File: config.mk
export PLATFORM = sky130hd
export DESIGN_NAME = adder_mask
export DESIGN_NICKNAME = d
export VERILOG_FILES = /design/src/rtl/adder_mask.sv
export SDC_FILE = /design/constraint.sdc
export NUM_CORES = 1
export LEC_CHECK = 0
export ABC_AREA = 1
export BUFFER_PORTS_ARGS = -buffer_cell sky130_fd_sc_hd__buf_2
export CAP_MARGIN = 20
export CELL_PAD_IN_SITES_DETAIL_PLACEMENT = 0
export CELL_PAD_IN_SITES_GLOBAL_PLACEMENT = 2
export CORE_ASPECT_RATIO = 0.8
export CORE_UTILIZATION = 34
export CTS_CLUSTER_DIAMETER = 60
export DETAILED_ROUTE_END_ITERATION = 7
export HOLD_SLACK_MARGIN = 0.15
export PLACE_DENSITY_LB_ADDON = 0.1
export SETUP_SLACK_MARGIN = 0.3
export SLEW_MARGIN = 20
export SYNTH_ARGS = -nofsm -noshare
export SYNTH_HDL_FRONTEND = slang
export SYNTH_SLANG_ARGS = --single-unit
File: constraint.sdc
create_clock -name clk -period 3.38 [get_ports clk]
set_clock_uncertainty 0.05 [all_clocks]
set_input_delay 0 -clock clk [delete_from_list [all_inputs] [get_ports clk]]
set_output_delay 0 -clock clk [all_outputs]
set_load 0.05 [all_outputs]
File: src/rtl/adder_mask.sv
// Groups macros by filter index and emits one adder-tree select mask per group leader.
// Latency 1 cycle (registered output); no backpressure, a new WHICH_FILTER is sampled every cycle.
module adder_mask #(
    parameter int NUM_MACRO  = 16,
    parameter int OUT_CH     = 512,
    localparam int BIT_OUT_CH = $clog2(OUT_CH)
) (
    input  logic                              clk,
    input  logic                              rst_n,
    input  logic [NUM_MACRO*BIT_OUT_CH-1:0]   WHICH_FILTER,
    output logic [NUM_MACRO*NUM_MACRO-1:0]    Adder_mask
);

    logic [NUM_MACRO*NUM_MACRO-1:0] same;
    logic [NUM_MACRO-1:0]           leader;
    logic [NUM_MACRO*NUM_MACRO-1:0] mask_d;
    logic [NUM_MACRO*NUM_MACRO-1:0] mask_q;

    // same[r*NUM_MACRO + j] is set when macros r and j target the same raw filter index
    always_comb begin
        same = '0;
        for (int r = 0; r < NUM_MACRO; r++) begin
            for (int j = 0; j < NUM_MACRO; j++) begin
                same[r*NUM_MACRO + j] =
                    (WHICH_FILTER[r*BIT_OUT_CH +: BIT_OUT_CH] == WHICH_FILTER[j*BIT_OUT_CH +: BIT_OUT_CH]);
            end
        end
    end

    // The lowest-numbered macro of each group owns that group's adder
    always_comb begin
        leader = '1;
        for (int r = 0; r < NUM_MACRO; r++) begin
            for (int k = 0; k < NUM_MACRO; k++) begin
                if (k < r && same[r*NUM_MACRO + k]) begin
                    leader[r] = 1'b0;
                end
            end
        end
    end

    always_comb begin
        mask_d = '0;
        for (int r = 0; r < NUM_MACRO; r++) begin
            if (leader[r]) begin
                mask_d[r*NUM_MACRO +: NUM_MACRO] = same[r*NUM_MACRO +: NUM_MACRO];
            end
        end
    end

    always_ff @(posedge clk) begin
        if (!rst_n) begin
            mask_q <= '0;
        end else begin
            mask_q <= mask_d;
        end
    end

    assign Adder_mask = mask_q;

endmodule

==> results_dict.tcl, run 1 <==
set metrics [dict create \
    dieArea_sq_mm 0.0691 \
    slew_headroom 0.341 \
    num_vias 24400 \
    avgSynthCellArea_sq_um 6.88 \
    ys_types 36 \
    setup-violations-final 0 \
    start_kind "input port" \
    grt_pass1_vias 22000 \
    cts_root_buffer "clkbuf_16" \
    crit_required_ns 3.74 \
    ir_drop_v 0.000343 \
    ios 402 \
    routed_wl_microns 135000 \
    synth_xor_xnor_area_share 0.248 \
    synth_fa_ha_area_frac 0 \
    synthSimpleGateAreaFrac 0.356 \
    coreArea_sq_mm 0.0673 \
    drtIter0Drc 3296 \
    post_drt_wl_per_cell_microns 28.8 \
    worstHoldPathType "in2reg" \
    ant_nets 0 \
    hold_viol_final 0 \
    cts_sinks 255 \
    dr.pass1.iters 6 \
    ys_seq_elements 255 \
    vias_per_cell 5.21 \
    tightest_slew_ns 0.982 \
    die_x_microns 294 \
    row_count 85 \
    final_util 0.385 \
    grt_pass1_wl_microns 183000 \
    status "finished, final reports clean" \
    netlist_instances 3363 \
    drv_slew 0 \
    ys.flop_type "dfxtp_1" \
    io_buffers 400 \
    initial_core_util 0.344 \
    period_needed_ns 2.99 \
    fmax_mhz 334 \
    synth-edff-count 0 \
    finalSetupTns_ns 0 \
    grt_max_degree 20 \
    drive_gt1_frac 0.178 \
    syn_to_final_growth_pct 12.0 \
    cts_buffers 27 \
    grt_overflow 0 \
    cp.arrival_ns 3.35 \
    clk_pin_slew_worst_paths_ns 0.07 \
    ys_seq_area_frac 0.221 \
    rsz0062_at_grt "no" \
    end_kind "flop" \
    gp_congestion 1.01 \
    ys_async_sr_fraction 0 \
    max_cap_viol_count 0 \
    p_leak_nw 12.3 \
    h-tree-depth 1 \
    dpl.hpwl_microns 102000 \
    ys.warnings.count 0 \
    fin_hold_ws_ns 0.173 \
    largest_register_ffs 255 \
    powerDensity_mw_per_mm2 364 \
    cts_setup_buffers 0 \
    die_h_microns 235 \
    cts_tree "done" \
    critical_path_class "in2reg" \
    synth_area_sq_mm 0.0231 \
    antenna_found_initial 7 \
    drc_errors 0 \
    timing.final.crit_share 0.885 \
    final_nets 3900 \
    synth_top_family_by_area "simple AND/OR/NAND/NOR gates" \
    grt_usage 0.378 \
    clockBufferDepth 3 \
    synthMuxAreaShare 0 \
    crit_fanout 16 \
    synth_compound_gate_area_share 0.00941 \
]
final timing paths:
check	depth (start not counted)	slack (ns)	endpoint	startpoint
setup / recovery	11	0.39	Adder_mask[89]$_SDFF_PN0_	WHICH_FILTER[42]
hold / removal	6	0.17	Adder_mask[47]$_SDFF_PN0_	WHICH_FILTER[19]
cells by family (layout without fill, tap and decap cells):
| group | Yosys count | count (layout) |
|---|---|---|
| flops | 255 | 255 |
| simple gates | 1918 | 1918 |
| other cells | 1 | 122 |
| xor+xnor | 645 | 645 |
| buf+inv | 504 | 797 |
| compound gates | 40 | 40 |
cells in the final DEF, fill, tap and decap left out, drive strengths merged, types with 28 or more instances in the layout:
| cell | Yosys | routed |
|---|---|---|
| nand2 | 1141 | 1141 |
| buf | 312 | 467 |
| nand4 | 117 | 117 |
| nor2 | 385 | 385 |
| dlygate4sd3 | 0 | 92 |
| nor3 | 128 | 128 |
| a21oi | 28 | 28 |
| xor2 | 294 | 294 |
| dfxtp | 255 | 255 |
| inv | 187 | 190 |
| conb | 1 | 120 |
| nand3 | 139 | 139 |
| clkbuf | 4 | 34 |
| xnor2 | 351 | 351 |
power by group:
part	leakage (nW)	switching, mW	internal (mW)	total (mW)
clock	0.427	1.33	1.66	3.00
combinational	9.75	2.37	0.949	3.32
sequential	2.11	0.0283	3.10	3.13
total	12.3	3.74	5.71	9.45
worst max-delay path: stages:
cell	delay [ns]
dlygate4sd3_1	0.52
buf_2	0.50
inv_2	0.33
nand2_1	0.13
nand4_1	0.15
nor3_1	0.56
nand2_1	0.15
nand2_1	0.11
nor2_1	0.05
nand2_1	0.70
nor2_2	0.13
final cells by class:
| cell class | instances | area [sq um] |
|---|---|---|
| Inverter | 188 | 706 |
| Timing Repair Buffer | 559 | 3440 |
| Antenna cell | 2 | 5.00 |
| Sequential cell | 255 | 5100 |
| Tap cell | 913 | 1140 |
| Clock buffer | 34 | 752 |
| Fill cell | 7406 | 41400 |
| Multi-Input combinational cell | 2723 | 14600 |
| Clock inverter | 16 | 136 |
through the flow:
stage               instances  total power [mW]  setup WS [ns]  area (sq um)
floorplan                3482              5.56           2.22         23600
global placement         4546              6.33          0.439         24100
detailed placement       4546              6.33          0.451         24100
CTS                      4688              9.39          0.532         25900
global route             4688              9.77          0.351         25900
finish                   4690              9.45          0.388         25900
metal layers:
metal	share of wire	global-route usage	vias to the layer above
met4	0.039	0.133	8
met2	0.39	0.521	1588
met5	0.00036	0	-
li1	-	-	10900
met3	0.11	0.0911	191
met1	0.46	0.561	11800
what timing repair did:
action	CTS	global route
resized for setup	0	0
hold endpoints to repair	80	0
hold buffers	92	0
synth_stat cells, types with 10 or more instances:
cell / count / area [sq um]
nor3_1: 112 / 561
nand3_2: 15 / 150
nand2_1: 1130 / 4240
nand3_1: 122 / 611
buf_4: 126 / 946
buf_8: 17 / 255
nor2_1: 323 / 1210
nand4_1: 116 / 726
inv_2: 41 / 154
buf_2: 20 / 100
o22ai_1: 10 / 62.6
xnor2_1: 345 / 3020
buf_12: 16 / 320
buf_6: 133 / 1500
inv_1: 146 / 548
nor3_2: 16 / 160
xor2_1: 291 / 2550
nor2_2: 60 / 375
a21oi_1: 28 / 140
dfxtp_1: 255 / 5100
Note: power is estimated with default switching activity, not from simulation.
==> inputs of run 2 (changes only) <==
--- a/config.mk
+++ b/config.mk
@@ -15,7 +15,7 @@
 export CTS_CLUSTER_DIAMETER = 60
 export DETAILED_ROUTE_END_ITERATION = 7
 export HOLD_SLACK_MARGIN = 0.15
-export PLACE_DENSITY_LB_ADDON = 0.1
+export PLACE_DENSITY_LB_ADDON = 0.08
 export SETUP_SLACK_MARGIN = 0.3
 export SLEW_MARGIN = 20
 export SYNTH_ARGS = -nofsm -noshare
==> run 2 against run 1 <==
Total power rose by 0.98%. First-iteration DRC count rose by 6.6%. Clock power rose by 1%. Setup slack improved by 0.0087 ns. Sequential share of layout area fell by 0.20 points. Flip-flop and latch count did not move. Critical path depth fell by 2.
==> results_dict.tcl, run 2 (synthesis gave the netlist of run 1 again) <==
set metrics [dict create \
    io_buffers 400 \
    grt_overflow 0 \
    critical_path_class "in2reg" \
    cts_setup_buffers 0 \
    status "finished, final reports clean" \
    initial_core_util 0.344 \
    largest_register_ffs 255 \
    end_kind "flop" \
    gp_congestion 1.02 \
    num_vias 24700 \
    cts_root_buffer "clkbuf_16" \
    setup-violations-final 0 \
    finalSetupTns_ns 0 \
    start_kind "input port" \
    timing.final.crit_share 0.883 \
    coreArea_sq_mm 0.0673 \
    stdcell_area_sq_mm 0.0262 \
    final_nets 3930 \
    grt_pass1_wl_microns 186000 \
    die_x_microns 294 \
    hold_viol_final 0 \
    ant_nets 0 \
    cts_tree "done" \
    grt_max_degree 21 \
    dpl_cell_area_sq_mm 0.0242 \
    drive_gt1_frac 0.179 \
    row_count 85 \
    grt_usage 0.384 \
    cts_buffers 27 \
    slew_headroom 0.320 \
    dpl.hpwl_microns 103000 \
    fmax_mhz 335 \
    drv_slew 0 \
    dieArea_sq_mm 0.0691 \
    crit_required_ns 3.73 \
    clockBufferDepth 3 \
    p_leak_nw 12.4 \
    die_h_microns 235 \
    max_cap_viol_count 0 \
    ios 402 \
    dr.pass1.iters 7 \
    final_cell_mix "nand2_1, buf_2, xnor2_1" \
    mostFrequentLayoutCell "nand2_1" \
    drtIter0Drc 3512 \
    clk_pin_slew_worst_paths_ns 0.07 \
    crit_fanout 16 \
    syn_to_final_growth_pct 13.2 \
    vias_per_cell 5.24 \
    period_needed_ns 2.98 \
    fin_cells 4717 \
    h-tree-depth 1 \
    dp.cells 4561 \
    drc_errors 0 \
    tightest_slew_ns 1.02 \
    ir_drop_v 0.000370 \
    powerDensity_mw_per_mm2 364 \
    post_drt_wl_per_cell_microns 29.1 \
    fin_hold_ws_ns 0.167 \
    worstHoldPathType "in2reg" \
    grt_pass1_vias 22500 \
    antenna_found_initial 6 \
    routed_wl_microns 137000 \
    cts_sinks 255 \
    rsz0062_at_grt "no" \
    cp.arrival_ns 3.33 \
]
==> run 2: cell types whose count changed in the layout (fill, tap and decap cells not counted), moves of 2 or more <==
cell	previous run	this run
buf_4	66	81
inv_6	3	1
dlygate4sd3_1	92	107
clkbuf_8	5	3
clkinvlp_4	5	0
clkbuf_1	2	6
==> run 2: stage by stage <==
step	power, mW	setup WS [ns]	utilization
after floorplan	5.56	2.22	-
after global placement	6.36	0.380	0.360
after detailed placement	6.36	0.362	0.360
after CTS	9.49	0.345	0.389
after global routing	9.86	0.364	0.389
final	9.54	0.397	0.389
==> run 2: final cells by class <==
class,instances,area (sq um)
clock inverters,12,154
clock buffers,36,739
diodes,1,2.50
fillers,7351,41100
well taps,913,1140
repair buffers,589,3690
multi-input cells,2723,14600
flip-flops and latches,255,5100
inverters,188,706
==> run 2: worst max-delay path, stage by stage <==
cell and delay (ns):
dlygate4sd3_1 0.52, buf_2 0.46, inv_1 0.36, nand2_1 0.14
nand4_1 0.09, nor3_1 0.49, nand4_1 0.27, nand2_1 0.74
nor3_1 0.25
==> run 2: path summary, 6_finish.rpt <==
| check | cells after the start | slack (ns) | startpoint | to |
|---|---|---|---|---|
| setup / recovery | 9 | 0.40 | WHICH_FILTER[44] | Adder_mask[69]$_SDFF_PN0_ |
| hold / removal | 6 | 0.17 | WHICH_FILTER[62] | Adder_mask[103]$_SDFF_PN0_ |
==> run 2: power by group <==
group | internal, mW | total (mW) | switching (mW) | leakage, nW
clock network | 1.71 | 3.04 | 1.33 | 0.441
logic | 0.969 | 3.37 | 2.40 | 9.89
registers | 3.10 | 3.12 | 0.0267 | 2.11
total | 5.78 | 9.54 | 3.76 | 12.4
==> run 2: routing by layer <==
metal  wire (microns)  track usage  share of wire
met2            54200        0.536           0.39
met3            16500        0.102           0.12
met5               22            0        0.00016
met1            61800        0.568           0.45
met4             4710        0.113          0.034
==> run 2: timing repair <==
action,in CTS,in global routing
gates resized for setup,0,3
hold endpoints to repair,86,0
hold buffers,108,0
endpoints found under the setup margin,0,8
==> inputs of run 3 (changes only) <==
--- a/config.mk
+++ b/config.mk
@@ -8,14 +8,11 @@
 export ABC_AREA = 1
 export BUFFER_PORTS_ARGS = -buffer_cell sky130_fd_sc_hd__buf_2
 export CAP_MARGIN = 20
-export CELL_PAD_IN_SITES_DETAIL_PLACEMENT = 0
-export CELL_PAD_IN_SITES_GLOBAL_PLACEMENT = 2
 export CORE_ASPECT_RATIO = 0.8
-export CORE_UTILIZATION = 34
+export CORE_UTILIZATION = 40
 export CTS_CLUSTER_DIAMETER = 60
 export DETAILED_ROUTE_END_ITERATION = 7
 export HOLD_SLACK_MARGIN = 0.15
-export PLACE_DENSITY_LB_ADDON = 0.08
 export SETUP_SLACK_MARGIN = 0.3
 export SLEW_MARGIN = 20
 export SYNTH_ARGS = -nofsm -noshare
==> run 3 against run 2 <==
First-iteration DRC count increased by 7.8%. Setup slack improved by 0.015 ns. Critical endpoint is now Adder_mask[89]$_SDFF_PN0_. Critical path depth increased by 3.
==> results_dict.tcl, run 3 (synthesis gave the netlist of run 1 again) <==
set metrics [dict create \
    status "finished, final reports clean" \
    p_seq_frac 0.325 \
    fin_cells 4552 \
    powerDensity_mw_per_mm2 369 \
    timing.final.crit_share 0.878 \
    cts_buffers 28 \
    fin_hold_ws_ns 0.167 \
    ant_nets 0 \
    slew_headroom 0.368 \
    clk_pin_slew_worst_paths_ns 0.07 \
    end_kind "flop" \
    max_stage_delay_ns 0.61 \
    drv_slew 0 \
    hold_viol_final 0 \
    dp_slack_ns 0.904 \
    crit_family "buffers and inverters" \
    period_needed_ns 2.97 \
    stdcell_area_sq_mm 0.0261 \
    die_x_microns 271 \
    worstHoldPathType "in2reg" \
    dieArea_sq_mm 0.0588 \
    routed_wl_microns 119000 \
    vias_per_cell 5.40 \
    setup-violations-final 0 \
    dp.cells 4365 \
    grt_overflow 0 \
    final_cell_mix "nand2_1, buf_2, xnor2_1" \
    dr.pass1.iters 8 \
    critical_path_class "in2reg" \
    route.met2.wl_microns 44800 \
    row_count 78 \
    p_leak_nw 12.4 \
    grt_max_degree 21 \
    crit_required_ns 3.76 \
    max_cap_viol_count 0 \
    maxUsedRoutingLayer "met5" \
    fmax_mhz 337 \
    clockBufferDepth 3 \
    rsz0062_at_grt "no" \
    h-tree-depth 1 \
    p_clk_frac 0.339 \
    crit_fanout 16 \
    cp_cell_sequence "dlygate4sd3_1 > buf_2 > inv_2 > nand2_1 > nand4_1 > nor3_1 > dlygate4sd3_1 > nand2_1 > nand2_1 > nor2_1 > nand2_1 > nor2_2" \
    grt_usage 0.390 \
    grt_pass1_wl_microns 166000 \
    dpl_cell_area_sq_mm 0.0237 \
    mostFrequentLayoutCell "nand2_1" \
    coreArea_sq_mm 0.0569 \
    drive_gt1_frac 0.169 \
    drc_errors 0 \
    switching_share 0.384 \
    start_kind "input port" \
    initial_core_util 0.407 \
    finalSetupTns_ns 0 \
    p_comb_frac 0.336 \
    cp.arrival_ns 3.35 \
    io_buffers 400 \
    die_h_microns 217 \
    cp_common_cell "nand2_1" \
    switchingPower_mw 3.69 \
    gp_congestion 1.09 \
    ir_drop_v 0.000397 \
    syn_to_final_growth_pct 12.6 \
    met1Wirelength_microns 48400 \
    largest_register_ffs 255 \
    cts_sinks 255 \
    post_drt_wl_per_cell_microns 26.2 \
    cts_tree "done" \
    grt_pass1_vias 21800 \
    p_int_mw 5.93 \
    antenna_found_initial 11 \
    slowest_stage "dlygate4sd3_1" \
    fin_ws_ns 0.412 \
    tightest_slew_ns 0.941 \
    dpl.hpwl_microns 88200 \
    path_buf_inv 4 \
    wl_met3_microns 19200 \
    num_vias 24600 \
    final_util 0.458 \
    final_nets 3917 \
    drtIter0Drc 3786 \
    ios 402 \
    cts_root_buffer "clkbuf_16" \
    total_power_mw 9.62 \
]
[run 3: cell types whose count changed in the layout (fill, tap and decap cells not counted), sizes merged]
| cell | previous run | this run |
|---|---|---|
| buf | 481 | 439 |
| dlygate4sd3 | 107 | 136 |
| clkbuf | 37 | 30 |
| clkinv | 8 | 14 |
| bufinv | 2 | 4 |
| diode | 1 | 3 |
| inv | 190 | 188 |
[run 3: timing repair]
action | 4_1_cts | 5_1_grt
setup buffers | 0 | 0
hold buffers | 136 | 0
gates resized for setup | 0 | 0
endpoints found under the hold margin | 103 | 0
[run 3: area by class of cell]
class	count	area (sq um)
sequential	255	5100
fill	6016	30800
clock buffer	30	708
timing repair buffer	575	3660
inverter	188	706
tap	760	951
antenna	3	7.51
multi-input combinational	2723	14600
clock inverter	18	290
[run 3: final timing paths]
check	from	to	slack [ns]	cells past startpoint
worst max-delay path	WHICH_FILTER[42]	Adder_mask[89]$_SDFF_PN0_	0.41	12
worst min-delay path	WHICH_FILTER[12]	Adder_mask[18]$_SDFF_PP0_	0.17	5
[run 3: power by group through the flow]
stage	sequential [mW]	combinational, mW	clock (mW)
3_5_place_dp	3.19	2.98	0
4_1_cts	3.12	3.11	3.30
5_1_grt	3.13	3.37	3.43
3_3_place_gp	3.19	2.99	0
2_1_floorplan	3.52	2.04	0
6_report	3.12	3.23	3.26
[run 3: metal layers]
| metal | track usage | vias to the layer above |
|---|---|---|
| met5 | 0 | - |
| met3 | 0.153 | 345 |
| met4 | 0.180 | 16 |
| met1 | 0.543 | 11300 |
| li1 | - | 10900 |
| met2 | 0.518 | 2049 |
